<file path="src/rtl/fetch_redirect_ctrl.sv">
// Redirect/flush sequencer: merges WB flushes and EX branches into one held
// redirect PC for pre-IF, and marks wrong-path inst-SRAM responses for discard.
module fetch_redirect_ctrl #(
  parameter int MAX_OST = 2,
  parameter int CNT_W   = $clog2(MAX_OST + 1)
) (
  input  logic        clk,
  input  logic        resetn,
  input  logic        wb_ex,
  input  logic        ertn_flush,
  input  logic        wb_refetch_flush,
  input  logic [31:0] wb_flush_entry,
  input  logic        br_taken,
  input  logic [31:0] br_target,
  input  logic        pf_req_fire,
  input  logic        inst_data_ok,
  output logic        flush_pipe,
  output logic        redirect_valid,
  output logic [31:0] redirect_pc,
  output logic [1:0]  redirect_cause,
  output logic        inst_resp_discard,
  output logic        ost_full
);

  localparam logic STATE_IDLE = 1'b0;
  localparam logic STATE_HOLD = 1'b1;

  localparam logic [1:0] CAUSE_BR      = 2'd0;
  localparam logic [1:0] CAUSE_EX      = 2'd1;
  localparam logic [1:0] CAUSE_ERTN    = 2'd2;
  localparam logic [1:0] CAUSE_REFETCH = 2'd3;

  localparam logic [CNT_W-1:0] CNT_MAX = CNT_W'(MAX_OST);
  localparam logic [CNT_W-1:0] CNT_ONE = CNT_W'(1);

  logic             state;
  logic [CNT_W-1:0] ost_cnt;
  logic [CNT_W-1:0] disc_cnt;
  logic [CNT_W-1:0] ost_next;
  logic [CNT_W-1:0] disc_next;
  logic             wb_evt;
  logic             br_acc;
  logic             evt;
  logic [1:0]       cause_next;
  logic [31:0]      pc_next;

  // A branch is only accepted from IDLE: any held redirect (WB or an older
  // branch) is older than the branch now in EX, so it must win.
  assign wb_evt = wb_ex | ertn_flush | wb_refetch_flush;
  assign br_acc = br_taken & ~wb_evt & (state == STATE_IDLE);
  assign evt    = wb_evt | br_acc;

  assign flush_pipe        = wb_evt;
  assign redirect_valid    = (state == STATE_HOLD);
  assign ost_full          = (ost_cnt == CNT_MAX);
  assign inst_resp_discard = inst_data_ok & ((disc_cnt != '0) | evt);

  always_comb begin
    cause_next = CAUSE_BR;
    pc_next    = br_target;
    if (wb_ex) begin
      cause_next = CAUSE_EX;
      pc_next    = wb_flush_entry;
    end else if (ertn_flush) begin
      cause_next = CAUSE_ERTN;
      pc_next    = wb_flush_entry;
    end else if (wb_refetch_flush) begin
      cause_next = CAUSE_REFETCH;
      pc_next    = wb_flush_entry;
    end
  end

  // Counters saturate rather than wrap so a protocol slip cannot alias.
  always_comb begin
    ost_next = ost_cnt;
    if (pf_req_fire && !inst_data_ok && ost_cnt != CNT_MAX)
      ost_next = ost_cnt + CNT_ONE;
    else if (!pf_req_fire && inst_data_ok && ost_cnt != '0)
      ost_next = ost_cnt - CNT_ONE;

    disc_next = disc_cnt;
    if (evt)
      disc_next = ost_next;
    else if (inst_data_ok && disc_cnt != '0)
      disc_next = disc_cnt - CNT_ONE;
  end

  always_ff @(posedge clk) begin
    if (!resetn) begin
      state          <= STATE_IDLE;
      redirect_pc    <= 32'd0;
      redirect_cause <= CAUSE_BR;
      ost_cnt        <= '0;
      disc_cnt       <= '0;
    end else begin
      ost_cnt  <= ost_next;
      disc_cnt <= disc_next;
      if (evt) begin
        state          <= STATE_HOLD;
        redirect_pc    <= pc_next;
        redirect_cause <= cause_next;
      end else if (state == STATE_HOLD && pf_req_fire) begin
        state <= STATE_IDLE;
      end
    end
  end

endmodule

</file>
<file path="config.mk">
export PLATFORM = sky130hd
export DESIGN_NAME = fetch_redirect_ctrl
export DESIGN_NICKNAME = d
export VERILOG_FILES = /design/src/rtl/fetch_redirect_ctrl.sv
export SDC_FILE = /design/constraint.sdc
export NUM_CORES = 1
export LEC_CHECK = 0
export BUFFER_PORTS_ARGS = -buffer_cell sky130_fd_sc_hd__buf_2
export CAP_MARGIN = 20
export CORE_ASPECT_RATIO = 1.25
export CORE_UTILIZATION = 45
export CTS_BUF_LIST = sky130_fd_sc_hd__clkbuf_4
export CTS_CLUSTER_SIZE = 40
export DETAILED_ROUTE_END_ITERATION = 6
export PLACE_DENSITY = 0.81
export SLEW_MARGIN = 10
export SYNTH_ARGS = -nofsm -noshare
export SYNTH_HDL_FRONTEND = slang
export SYNTH_SLANG_ARGS = --single-unit
</file>
<file path="constraint.sdc">
create_clock -name clk -period 1.5 [get_ports clk]
set_input_delay 0.3 -clock clk [delete_from_list [all_inputs] [get_ports clk]]
set_output_delay 0.3 -clock clk [all_outputs]
set_load 0.01 [all_outputs]
</file>
==> impl_metrics.ini <==
[sta]
fmax_mhz = 651
fin_ws_ns = -0.0366
tightestPinTransition_ns = 0.371
setup-violations-final = 1
finalCritPeriodShare = 1.02
maxSlewViolCount = 0
min_period_ns = 1.54
final.setup.tns_ns = -0.0366
rsz0062_at_grt = true
slew_headroom = 0.753
finalHoldViolCount = 0
fin_hold_ws_ns = 0.178
finalClockSkew_ns = 0.00433

[layout]
area_delta_synth_final_pct = 37.6
fin_cells = 365
insertedDiodeCount = 0
design_area_um2 = 2670
fin_nets = 383
drive_above_1_share = 0.450
fillers = 375
final_util = 0.652

[power]
p_leak_nw = 1.53
power_density_nw_per_um2 = 842
ir_drop_mv = 0.501
p_total_mw = 2.25

[drt]
drt_wl_total_um = 4520
drc = 0
drtAntennaViolNets = 0
drt_pre_antenna_iters = 4
drtIter0Drc = 69
wire_per_inst_um = 12.4
num_vias = 1837
vias_per_cell = 5.03

[grt]
antenna_found_initial = 0
grt_pass1_vias = 1588
grt_max_degree = 39
grt_pass1_wl_um = 6450
grt_overflow_total = 0
track_usage = 0.191

[min_path]
min_path_type = primary input to flop

[critical_path]
crit_buf_inv = 1
worst_r2r_path_depth = 6
cp.arrival_ns = 1.24
crit_type = flop to primary output
worstPathMaxFanout = 3
regToRegStartpoint = ost_cnt[1]
worst-path-stages = 4
critPathRequiredTime_ns = 1.20
setup.worst_path.start = redirect_valid
crit_chain = nand2b_4 -> and2_4 -> a21oi_2 -> buf_2
start_kind = flop
cp-end-kind = primary output
rrSetupSlack_ns = 0.07
cpPeakStageDelay_ns = 0.34
worstReg2RegEnd = disc_cnt[1]
crit_path_end = inst_resp_discard
cp_slowest_cell = dfxtp_2
critPathTopFamily = flip-flops

[floorplan]
fp.coreArea_um2 = 4100
die_w_um = 60.8
initial_utilization = 0.474
rows = 26
die_y_um = 75.5
die-area_um2 = 4590
pin_count = 110

[place]
pre_cts_slack_ns = -0.0547
port_buffers = 109
gp_congestion = 0.778
dp_cells = 354
place_area_um2 = 2580
post-dp-hpwl_um = 3340

[clock_network]
cts_hold_buf = 0
cts_root_buf = clkbuf_4
tritoncts = built
clk_latency_ns = 0.33
clockBufferDepth = 2
clkTransAtPathRegs_ns = 0.10
cts_sinks = 39
cts_htree_levels = 2
cts_buffers = 5

[run_status]
violations = negative setup slack
status = complete, but fails checks

[yosys]
synth_cells = 193
synth_cell_types = 27
ys_seq_area_frac = 0.402
ys_warn_count = 0
syn_area_per_cell_um2 = 10.1
syn_area_um2 = 1940
ys_ff_latch = 39
synth.net_count = 268

[flow_run]
cap_violations = 0
area by class of cell:
| class | count | area, µm² | share of cell area |
|---|---|---|---|
| clock inverter | 2 | 7.51 | 0.00281 |
| inverter | 7 | 26.3 | 0.00983 |
| clock buffer | 6 | 45.0 | 0.0168 |
| tap | 56 | 70.1 | 0.0262 |
| multi-input combinational | 132 | 1040 | 0.388 |
| sequential | 39 | 786 | 0.294 |
| timing repair buffer | 123 | 701 | 0.262 |
cell families after synthesis:
family                     synth area share
AOI/OAI and AO/OA                     0.212
xor gates and xnor gates            0.00902
adders and majority gates            0.0193
buffers and inverters                0.0753
DFF                                   0.402
muxes                                 0.165
and+or+nand+nor                       0.117
power by group:
| group | leakage (nW) | internal, mW | total [mW] | switching [mW] |
|---|---|---|---|---|
| Sequential | 0.326 | 1.13 | 1.17 | 0.0434 |
| Combinational | 1.18 | 0.307 | 0.578 | 0.271 |
| Clock | 0.0307 | 0.192 | 0.505 | 0.313 |
| Total | 1.53 | 1.62 | 2.25 | 0.627 |
synthesized netlist by cell type, drive strengths merged:
master,instances,area share
o211ai,1,0.0039
a221oi,1,0.0045
dfxtp,39,0.40
nor2,2,0.0039
clkbuf,5,0.0097
nand2,35,0.069
nor3,2,0.0077
inv,7,0.014
a21oi,1,0.0026
o211a,34,0.18
mux2i,32,0.16
a22oi,1,0.0039
and2,5,0.016
nand2b,3,0.0097
ha,3,0.019
xnor2,2,0.0090
buf,10,0.052
nor3b,2,0.0077
nor2b,1,0.0032
o21ai,4,0.010
a211oi,1,0.0039
a21boi,1,0.0039
o2111ai,1,0.0045
what timing repair did:
item | CTS | global route
endpoints found under the setup margin | 3 | 4
buffers inserted | 0 | 3
pin swaps | 2 | 3
resized for setup | 6 | 4
metal layers:
metal | up-vias | GRT usage | part of all wire
met3 | 11 | 0.0374 | 0.044
li1 | 915 | - | -
met4 | 0 | 0.114 | 0.025
met5 | - | 0 | 0
met2 | 68 | 0.365 | 0.52
met1 | 843 | 0.184 | 0.41
flip-flops by register name, summed over array words and instances, names as in the netlist:
| register | flops |
|---|---|
| ost_cnt | 2 |
| redirect_valid | 1 |
| redirect_cause | 2 |
| disc_cnt | 2 |
| redirect_pc | 32 |
placed cells by master (no fill, tap or decap), drive strengths merged, types with 3 or more instances in the layout:
cell	n
buf	123
dfxtp	39
nand2	35
o211a	34
mux2i	32
inv	7
clkbuf	6
and2	5
o21ai	4
nand2b	3
ha	3
worst reg2reg max path: cells and delay by family, from the launching register on:
family          cells  cell delay [ns]
buf+inv             1             0.06
fa+ha+maj           1             0.29
compound gates      3             0.48
flops               1             0.38
simple gates        1             0.15
how the worst min path moves through the flow:
stage | end | cells past startpoint | slack, ns | from
2_1_floorplan | redirect_cause[1] | 1 | 0.38 | wb_ex
3_3_place_gp | redirect_pc[28] | 1 | 0.47 | redirect_pc[28]
3_5_place_dp | redirect_pc[30] | 1 | 0.48 | redirect_pc[30]
4_1_cts | redirect_cause[1] | 2 | 0.16 | wb_ex
5_1_grt | redirect_cause[1] | 2 | 0.18 | wb_ex
6_report | redirect_cause[1] | 2 | 0.18 | wb_ex
(Power assumes the default switching activity.)
